[src/rtl/aes_pipe_scheduler_if.sv]
// Requester and response bundle for the shared AES pipeline scheduler.
// master = requester/consumer side, slave = scheduler side.
interface aes_pipe_scheduler_if #(
  parameter int NUM_REQ = 4,
  parameter int DATA_W  = 128,
  parameter int ID_W    = 2
);
  logic [NUM_REQ-1:0]        req_valid;
  logic [NUM_REQ-1:0]        req_ready;
  logic [NUM_REQ*DATA_W-1:0] req_data;
  logic                      resp_valid;
  logic                      resp_ready;
  logic [ID_W-1:0]           resp_id;
  logic [DATA_W-1:0]         resp_data;

  modport master (
    output req_valid, req_data, resp_ready,
    input  req_ready, resp_valid, resp_id, resp_data
  );

  modport slave (
    input  req_valid, req_data, resp_ready,
    output req_ready, resp_valid, resp_id, resp_data
  );
endinterface

[src/rtl/aes_pipe_scheduler.sv]
// Round-robin issue of requester blocks into one pipelined AES core,
// in-order tag return, credit-limited response FIFO, key-change drain.
module aes_pipe_scheduler #(
  parameter int DATA_W    = 128,
  parameter int KEY_L     = 128,
  parameter int NUM_REQ   = 4,
  parameter int ID_W      = 2,
  parameter int OUT_DEPTH = 8
) (
  input  logic              clk,
  input  logic              reset,
  input  logic              key_load,
  input  logic [KEY_L-1:0]  key_in,
  output logic              key_ready,
  aes_pipe_scheduler_if.slave bus,
  output logic              core_data_valid,
  output logic [DATA_W-1:0] core_plain,
  output logic              core_key_valid,
  output logic [KEY_L-1:0]  core_key,
  input  logic              core_valid_out,
  input  logic [DATA_W-1:0] core_cipher,
  output logic              err_unexp
);
  localparam int PW = (OUT_DEPTH > 1) ? $clog2(OUT_DEPTH) : 1;
  localparam int CW = $clog2(OUT_DEPTH + 1);
  localparam int RW = ID_W + DATA_W;

  typedef enum logic [1:0] {
    S_NOKEY,
    S_RUN,
    S_DRAIN
  } state_e;

  state_e            state_q, state_d;
  logic [KEY_L-1:0]  key_q, key_d;
  logic [KEY_L-1:0]  pend_q, pend_d;
  logic              kv_q, kv_d;
  logic              dv_q, dv_d;
  logic [DATA_W-1:0] plain_q, plain_d;
  logic [CW-1:0]     used_q, used_d;
  logic [ID_W-1:0]   rr_q, rr_d;
  logic              err_q, err_d;

  logic [ID_W-1:0]   tag_mem_q [OUT_DEPTH];
  logic [PW-1:0]     tag_wp_q, tag_wp_d;
  logic [PW-1:0]     tag_rp_q, tag_rp_d;
  logic [CW-1:0]     tag_cnt_q, tag_cnt_d;

  logic [RW-1:0]     rsp_mem_q [OUT_DEPTH];
  logic [PW-1:0]     rsp_wp_q, rsp_wp_d;
  logic [PW-1:0]     rsp_rp_q, rsp_rp_d;
  logic [CW-1:0]     rsp_cnt_q, rsp_cnt_d;

  logic              found;
  logic [ID_W-1:0]   gnt;
  logic [DATA_W-1:0] plain_sel;
  logic              tag_empty;
  logic              can_issue;
  logic              hs;
  logic              pop;
  logic              ret;

  always_comb begin
    logic [ID_W:0] sum;
    sum   = '0;
    found = 1'b0;
    gnt   = rr_q;
    for (int k = 0; k < NUM_REQ; k++) begin
      sum = {1'b0, rr_q} + (ID_W+1)'(k);
      if (sum >= (ID_W+1)'(NUM_REQ))
        sum = sum - (ID_W+1)'(NUM_REQ);
      if (!found && bus.req_valid[sum[ID_W-1:0]]) begin
        found = 1'b1;
        gnt   = sum[ID_W-1:0];
      end
    end
  end

  always_comb begin
    plain_sel = '0;
    for (int i = 0; i < NUM_REQ; i++)
      if (gnt == ID_W'(i))
        plain_sel = bus.req_data[i*DATA_W +: DATA_W];
  end

  assign tag_empty = (tag_cnt_q == '0);
  // a key_load in RUN already blocks the grant of its own cycle
  assign can_issue = (state_q == S_RUN) && !key_load
                   && (used_q < CW'(OUT_DEPTH));
  assign hs  = can_issue && found;
  assign pop = bus.resp_ready && (rsp_cnt_q != '0);
  assign ret = core_valid_out && !tag_empty;

  always_comb begin
    bus.req_ready = '0;
    if (hs)
      bus.req_ready[gnt] = 1'b1;
  end

  assign bus.resp_valid = (rsp_cnt_q != '0);
  assign {bus.resp_id, bus.resp_data} =
    bus.resp_valid ? rsp_mem_q[rsp_rp_q] : '0;

  always_comb begin
    state_d   = state_q;
    key_d     = key_q;
    pend_d    = pend_q;
    kv_d      = kv_q;
    dv_d      = hs;
    plain_d   = plain_q;
    rr_d      = rr_q;
    used_d    = used_q;
    err_d     = err_q | (core_valid_out & tag_empty);
    tag_wp_d  = tag_wp_q;
    tag_rp_d  = tag_rp_q;
    tag_cnt_d = tag_cnt_q;
    rsp_wp_d  = rsp_wp_q;
    rsp_rp_d  = rsp_rp_q;
    rsp_cnt_d = rsp_cnt_q;

    unique case (state_q)
      S_NOKEY: begin
        if (key_load) begin
          key_d   = key_in;
          kv_d    = 1'b1;
          state_d = S_RUN;
        end
      end
      S_RUN: begin
        if (key_load) begin
          pend_d  = key_in;
          state_d = S_DRAIN;
        end
      end
      S_DRAIN: begin
        if (!dv_q && tag_empty) begin
          key_d   = pend_q;
          state_d = S_RUN;
        end
      end
      default: state_d = S_NOKEY;
    endcase

    if (hs) begin
      plain_d  = plain_sel;
      tag_wp_d = tag_wp_q + PW'(1);
      rr_d     = (gnt == ID_W'(NUM_REQ - 1)) ? '0 : gnt + ID_W'(1);
    end
    if (ret) begin
      tag_rp_d = tag_rp_q + PW'(1);
      rsp_wp_d = rsp_wp_q + PW'(1);
    end
    if (pop)
      rsp_rp_d = rsp_rp_q + PW'(1);

    unique case ({hs, ret})
      2'b10:   tag_cnt_d = tag_cnt_q + CW'(1);
      2'b01:   tag_cnt_d = tag_cnt_q - CW'(1);
      default: tag_cnt_d = tag_cnt_q;
    endcase
    unique case ({ret, pop})
      2'b10:   rsp_cnt_d = rsp_cnt_q + CW'(1);
      2'b01:   rsp_cnt_d = rsp_cnt_q - CW'(1);
      default: rsp_cnt_d = rsp_cnt_q;
    endcase
    unique case ({hs, pop})
      2'b10:   used_d = used_q + CW'(1);
      2'b01:   used_d = used_q - CW'(1);
      default: used_d = used_q;
    endcase
  end

  always_ff @(posedge clk) begin
    if (hs)
      tag_mem_q[tag_wp_q] <= gnt;
    if (ret)
      rsp_mem_q[rsp_wp_q] <= {tag_mem_q[tag_rp_q], core_cipher};
  end

  always_ff @(posedge clk) begin
    if (reset) begin
      state_q   <= S_NOKEY;
      key_q     <= '0;
      pend_q    <= '0;
      kv_q      <= 1'b0;
      dv_q      <= 1'b0;
      plain_q   <= '0;
      used_q    <= '0;
      rr_q      <= '0;
      err_q     <= 1'b0;
      tag_wp_q  <= '0;
      tag_rp_q  <= '0;
      tag_cnt_q <= '0;
      rsp_wp_q  <= '0;
      rsp_rp_q  <= '0;
      rsp_cnt_q <= '0;
    end else begin
      state_q   <= state_d;
      key_q     <= key_d;
      pend_q    <= pend_d;
      kv_q      <= kv_d;
      dv_q      <= dv_d;
      plain_q   <= plain_d;
      used_q    <= used_d;
      rr_q      <= rr_d;
      err_q     <= err_d;
      tag_wp_q  <= tag_wp_d;
      tag_rp_q  <= tag_rp_d;
      tag_cnt_q <= tag_cnt_d;
      rsp_wp_q  <= rsp_wp_d;
      rsp_rp_q  <= rsp_rp_d;
      rsp_cnt_q <= rsp_cnt_d;
    end
  end

  assign key_ready       = (state_q != S_DRAIN);
  assign core_data_valid = dv_q;
  assign core_plain      = plain_q;
  assign core_key_valid  = kv_q;
  assign core_key        = key_q;
  assign err_unexp       = err_q;
endmodule
[src/flat_wrapper.sv]
// flat-port wrapper written by rule: the top's interface ports become plain ports
module aes_pipe_scheduler_flat 
#(
  parameter int DATA_W    = 128,
  parameter int KEY_L     = 128,
  parameter int NUM_REQ   = 4,
  parameter int ID_W      = 2,
  parameter int OUT_DEPTH = 8
)
  (clk, reset, key_load, key_in, key_ready, core_data_valid, core_plain, core_key_valid, core_key, core_valid_out, core_cipher, err_unexp, bus_req_valid, bus_req_data, bus_resp_ready, bus_req_ready, bus_resp_valid, bus_resp_id, bus_resp_data);
  aes_pipe_scheduler_if #(.NUM_REQ(NUM_REQ), .DATA_W(DATA_W), .ID_W(ID_W)) bus_i ();
  input  logic clk;
  input  logic reset;
  input  logic key_load;
  input  logic [KEY_L-1:0] key_in;
  output logic key_ready;
  output logic core_data_valid;
  output logic [DATA_W-1:0] core_plain;
  output logic core_key_valid;
  output logic [KEY_L-1:0] core_key;
  input  logic core_valid_out;
  input  logic [DATA_W-1:0] core_cipher;
  output logic err_unexp;
  input wire logic [$bits(bus_i.req_valid)-1:0] bus_req_valid;
  input wire logic [$bits(bus_i.req_data)-1:0] bus_req_data;
  input wire logic [$bits(bus_i.resp_ready)-1:0] bus_resp_ready;
  output wire logic [$bits(bus_i.req_ready)-1:0] bus_req_ready;
  output wire logic [$bits(bus_i.resp_valid)-1:0] bus_resp_valid;
  output wire logic [$bits(bus_i.resp_id)-1:0] bus_resp_id;
  output wire logic [$bits(bus_i.resp_data)-1:0] bus_resp_data;
  assign bus_i.req_valid = bus_req_valid;
  assign bus_i.req_data = bus_req_data;
  assign bus_i.resp_ready = bus_resp_ready;
  assign bus_req_ready = bus_i.req_ready;
  assign bus_resp_valid = bus_i.resp_valid;
  assign bus_resp_id = bus_i.resp_id;
  assign bus_resp_data = bus_i.resp_data;
  aes_pipe_scheduler #(.DATA_W(DATA_W), .KEY_L(KEY_L), .NUM_REQ(NUM_REQ), .ID_W(ID_W), .OUT_DEPTH(OUT_DEPTH)) u_core (.clk(clk), .reset(reset), .key_load(key_load), .key_in(key_in), .key_ready(key_ready), .bus(bus_i), .core_data_valid(core_data_valid), .core_plain(core_plain), .core_key_valid(core_key_valid), .core_key(core_key), .core_valid_out(core_valid_out), .core_cipher(core_cipher), .err_unexp(err_unexp));
endmodule
[config.mk]
export PLATFORM = sky130hd
export DESIGN_NAME = aes_pipe_scheduler_flat
export DESIGN_NICKNAME = d
export VERILOG_FILES = /design/src/rtl/aes_pipe_scheduler_if.sv /design/src/rtl/aes_pipe_scheduler.sv /design/src/flat_wrapper.sv
export SDC_FILE = /design/constraint.sdc
export NUM_CORES = 2
export LEC_CHECK = 0
export BUFFER_PORTS_ARGS = -buffer_cell sky130_fd_sc_hd__buf_4
export CAP_MARGIN = 20
export CORE_AREA = 2 2 456 458
export DETAILED_ROUTE_END_ITERATION = 12
export DIE_AREA = 0 0 458 460
export GPL_TIMING_DRIVEN = 0
export PLACE_DENSITY_LB_ADDON = 0.08
export SYNTH_ARGS = -nofsm -noshare
export SYNTH_HDL_FRONTEND = slang
export SYNTH_SLANG_ARGS = --single-unit
[constraint.sdc]
create_clock -name clk -period 17.8 [get_ports clk]
set_clock_uncertainty 0.15 [all_clocks]
set_input_delay 3.56 -clock clk [delete_from_list [all_inputs] [get_ports clk]]
set_output_delay 3.56 -clock clk [all_outputs]
set_load 0.05 [all_outputs]
==> out/metrics.cfg <==
[placement]
dpl.cell_count = 8224
place.port_buffers = 1171
finalWeightedCongestion = 0.9748
placement.cell_area_um2 = 74220
dpl_worst_slack_ns = 7.163
detailedPlacementHpwl_mm = 239.4

[power_and_ir_drop]
switching_pwr_mw = 3.673
power_frac_clock_pct = 32.5
p_comb_share_pct = 30.0
power.sequential.fraction_pct = 37.5
leakagePower_nw = 28.09
vdd.ir_drop.worst_v = 0.0001074
switching_portion_of_total_power_pct = 34.54
cell_internal_pwr_mw = 6.959
powerDensity_nw_per_um2 = 133.0

[flow_run]
max-cap-violations = 0

[worst_setup_path]
crit_path_cell_chain = buf_4 -> nor2_1 -> a22oi_1 -> o21ai_0 -> o22ai_1 -> ha_1 -> clkbuf_1 -> clkbuf_1 -> and2_1 -> buf_4
worstReg2RegEnd = u_core.core_plain[61]
r2r_cells = 11
critPathKind = input port to primary output
timing.critical_path.slowest_stage_cell = clkbuf_1
timing.reg2reg.setup_slack_ns = 12.37
crit_path_end_kind = primary output
reg2reg_from = u_core.rr_q[1]
cp_data_required_time_ns = 14.09
timing.critical_path.fanout_max = 10
worst_path_dominant_cell_family = buffers and inverters
worst-endpoint-arrival_ns = 6.86
cp_launch_type = input port
critPathBufInv = 4
slowest_delay_ns = 0.85

[min_path]
holdCritStartpoint = u_core.core_key_valid
whs_path_depth = 2
timing.hold.worst_endpoint = u_core.core_key_valid
worst_hold_path_type = flip-flop to flip-flop

[drt]
first_pass_iters = 6
drt_wl_total_mm = 298.2
antenna_violating_nets_post_route = 0
wl_cell_um = 34.68
num_vias = 43381
remaining_drc_errors = 0
drt_first_iter_violations = 3382
vias_per_cell = 5.045

[clock_tree]
cts.clk_slew.worst_paths_ns = 0.06
post_cts_setup_buffer_count = 0
max-clock-path-buffers = 3
htreeDepth = 4
cts_repair_resize_count = 0
clk_latency_ns = 0.82
cts.root.buffer_cell = clkbuf_16
cts_hold_buf = 0
tritoncts.num_buffers = 171
cts_sinks = 1477
tritoncts = done

[timing]
final-max-slew-violation-count = 0
timing.fmax_mhz = 94.63
final.setup.worst_slack_ns = 7.233
final.period_utilization_pct = 59.37
setup_total_negative_slack_ns = 0
holdWs_ns = 0.3023
final_hold_viol_count = 0
worstMarginPinSlew_ns = 1.447
timing.slew.headroom_pct = 3.535
setup_violations = 0
setup_repair_after_global_routing_missed_its_margin = no
finalWorstPathRequiredPeriod_ns = 10.57

[yosys]
synth.top_cells.by_area = edfxtp_1, dfxtp_1, mux4_2
synth_area_leader_cell = edfxtp_1
synth_edf_count = 1056
dominantRegCellSynth = edfxtp_1
syn_area_um2 = 60100
postSynthCellCount = 4191
ys_warn_count = 0
netlist.area_leader.share_pct = 52.76
synthesis.nets = 4986
yosysUniqueCellTypes = 50
asyncSetResetFlopFracSynth_pct = 0
postSynthAreaPerCell_um2 = 14.34
synth-seq-area-share_pct = 66.79
yosys_register_bits = 1477

[global_routing]
pin_count_of_the_biggest_net_entering_global_routing = 24
number_of_antenna_violations_at_the_first_check_in_global_routing = 131
grt_pass1_wl_mm = 392.1
grt.overflow.total = 0
track_usage_pct = 27.52
grt_pass1_vias = 43049

[floorplan]
floorplan.initialDensity_pct = 29.17
die_height_um = 460
placeableCoreArea_um2 = 206000
io_pins = 1172
rows = 167
fp.dieArea_um2 = 210700
die_w_um = 458

[cells_and_area]
layout.cells.most_common = buf_4
instances_no_fill = 8598
drive_above_1_share_pct = 33.25
final-seq-area_um2 = 40140
areaGrowthSynthToFinish_pct = 32.99
filler_cell_count = 20000
mostFrequentLayoutCells = buf_4, edfxtp_1, dfxtp_1
area_used_by_multi_input_combinational_logic_um2 = 18140
num-nets-final = 6496
design_area_um2 = 79930

[run_status]
outcome = finished, final reports clean

## per-layer routing
| layer | up-vias | track usage [%] | share of wire [%] |
|---|---|---|---|
| met1 | 22185 | 32.19 | 39 |
| met4 | 24 | 15.63 | 5.9 |
| met3 | 492 | 7.163 | 6.7 |
| met2 | 1539 | 45.81 | 49 |
| li1 | 19141 | - | - |
| met5 | - | 0 | 0.053 |
## worst max path at each step
stage                           from                      end  depth (start not counted)
CTS                 bus_req_valid[1]         bus_req_ready[0]                         10
floorplan             core_valid_out   u_core.rsp_mem_q[0][0]                          2
global placement      core_valid_out  u_core.rsp_mem_q[0][66]                          3
finish              bus_req_valid[1]         bus_req_ready[0]                         10
global route        bus_req_valid[0]         bus_req_ready[2]                         11
detailed placement  bus_req_valid[1]         bus_req_ready[0]                         10
## synth_stat cells, types with 3 or more instances
cell type and number:
a211oi_1 258, a21oi_1 274, a221oi_1 128, and2_1 5, buf_1 30, buf_2 63
buf_4 13, clkbuf_1 233, dfxtp_1 421, edfxtp_1 1056, ha_1 17, inv_1 139
mux2_2 4, mux2i_1 261, mux4_2 264, nand2_1 271, nand2b_1 5, nand3_1 3
nand3b_1 129, nor2_1 418, nor2b_1 5, nor3_1 134, nor4_1 4, nor4b_1 4
o21ai_0 7, or3_1 3, xnor2_1 5, xor2_1 10
## cell families after synthesis
logic type / Yosys count / synth area share [%]
simple gates: 993 / 7.505
xor+xnor: 15 / 0.2186
mux: 529 / 14.31
fa+ha+maj: 18 / 0.3872
buf+inv: 480 / 3.210
compound gates: 679 / 7.578
flops: 1477 / 66.79
## power by group through the flow
stage	sequential, mW	clock [mW]	combinational, mW
2_1_floorplan	4.30	0	1.62
3_3_place_gp	4.14	0	3.14
3_5_place_dp	4.05	0	3.22
4_1_cts	3.98	3.54	3.22
5_1_grt	4.00	3.67	3.36
6_report	3.98	3.46	3.19
## worst reg2reg max path: cells and delay by family (launching register included)
kind,cells,cell delay [ns]
flops,1,0.45
fa+ha+maj,1,0.36
compound gates,5,2.45
buf+inv,2,1.31
simple gates,3,0.62
## flip-flops by register name (all words and copies together), names as in the netlist, named ones only
register                cells
u_core.tag_cnt_q            4
u_core.core_data_valid      1
u_core.err_unexp            1
u_core.rsp_cnt_q            4
u_core.tag_mem_q           16
u_core.core_key_valid       1
u_core.core_key           128
u_core.tag_wp_q             3
u_core.rsp_rp_q             3
u_core.rr_q                 2
u_core.pend_q             128
u_core.tag_rp_q             3
u_core.rsp_wp_q             3
u_core.state_q              2
u_core.core_plain         128
u_core.used_q               4
u_core.rsp_mem_q         1040
## per-stage QoR
stage	utilization, %	power [mW]
6_report	38.79	10.63
5_1_grt	38.78	11.03
4_1_cts	38.69	10.75
3_5_place_dp	36.03	7.270
3_3_place_gp	35.08	7.283
2_1_floorplan	-	5.925
## layout make-up
cell class	instances	share of cell area, %
Clock buffer	230	5.824
Sequential cell	1477	50.22
Inverter	141	0.6622
Buffer	339	1.756
Timing Repair Buffer	1337	13.41
Antenna cell	54	0.1691
Clock inverter	82	1.038
Tap cell	2704	4.233
Multi-Input combinational cell	2234	22.69
Power figures use the tool's default switching activity.
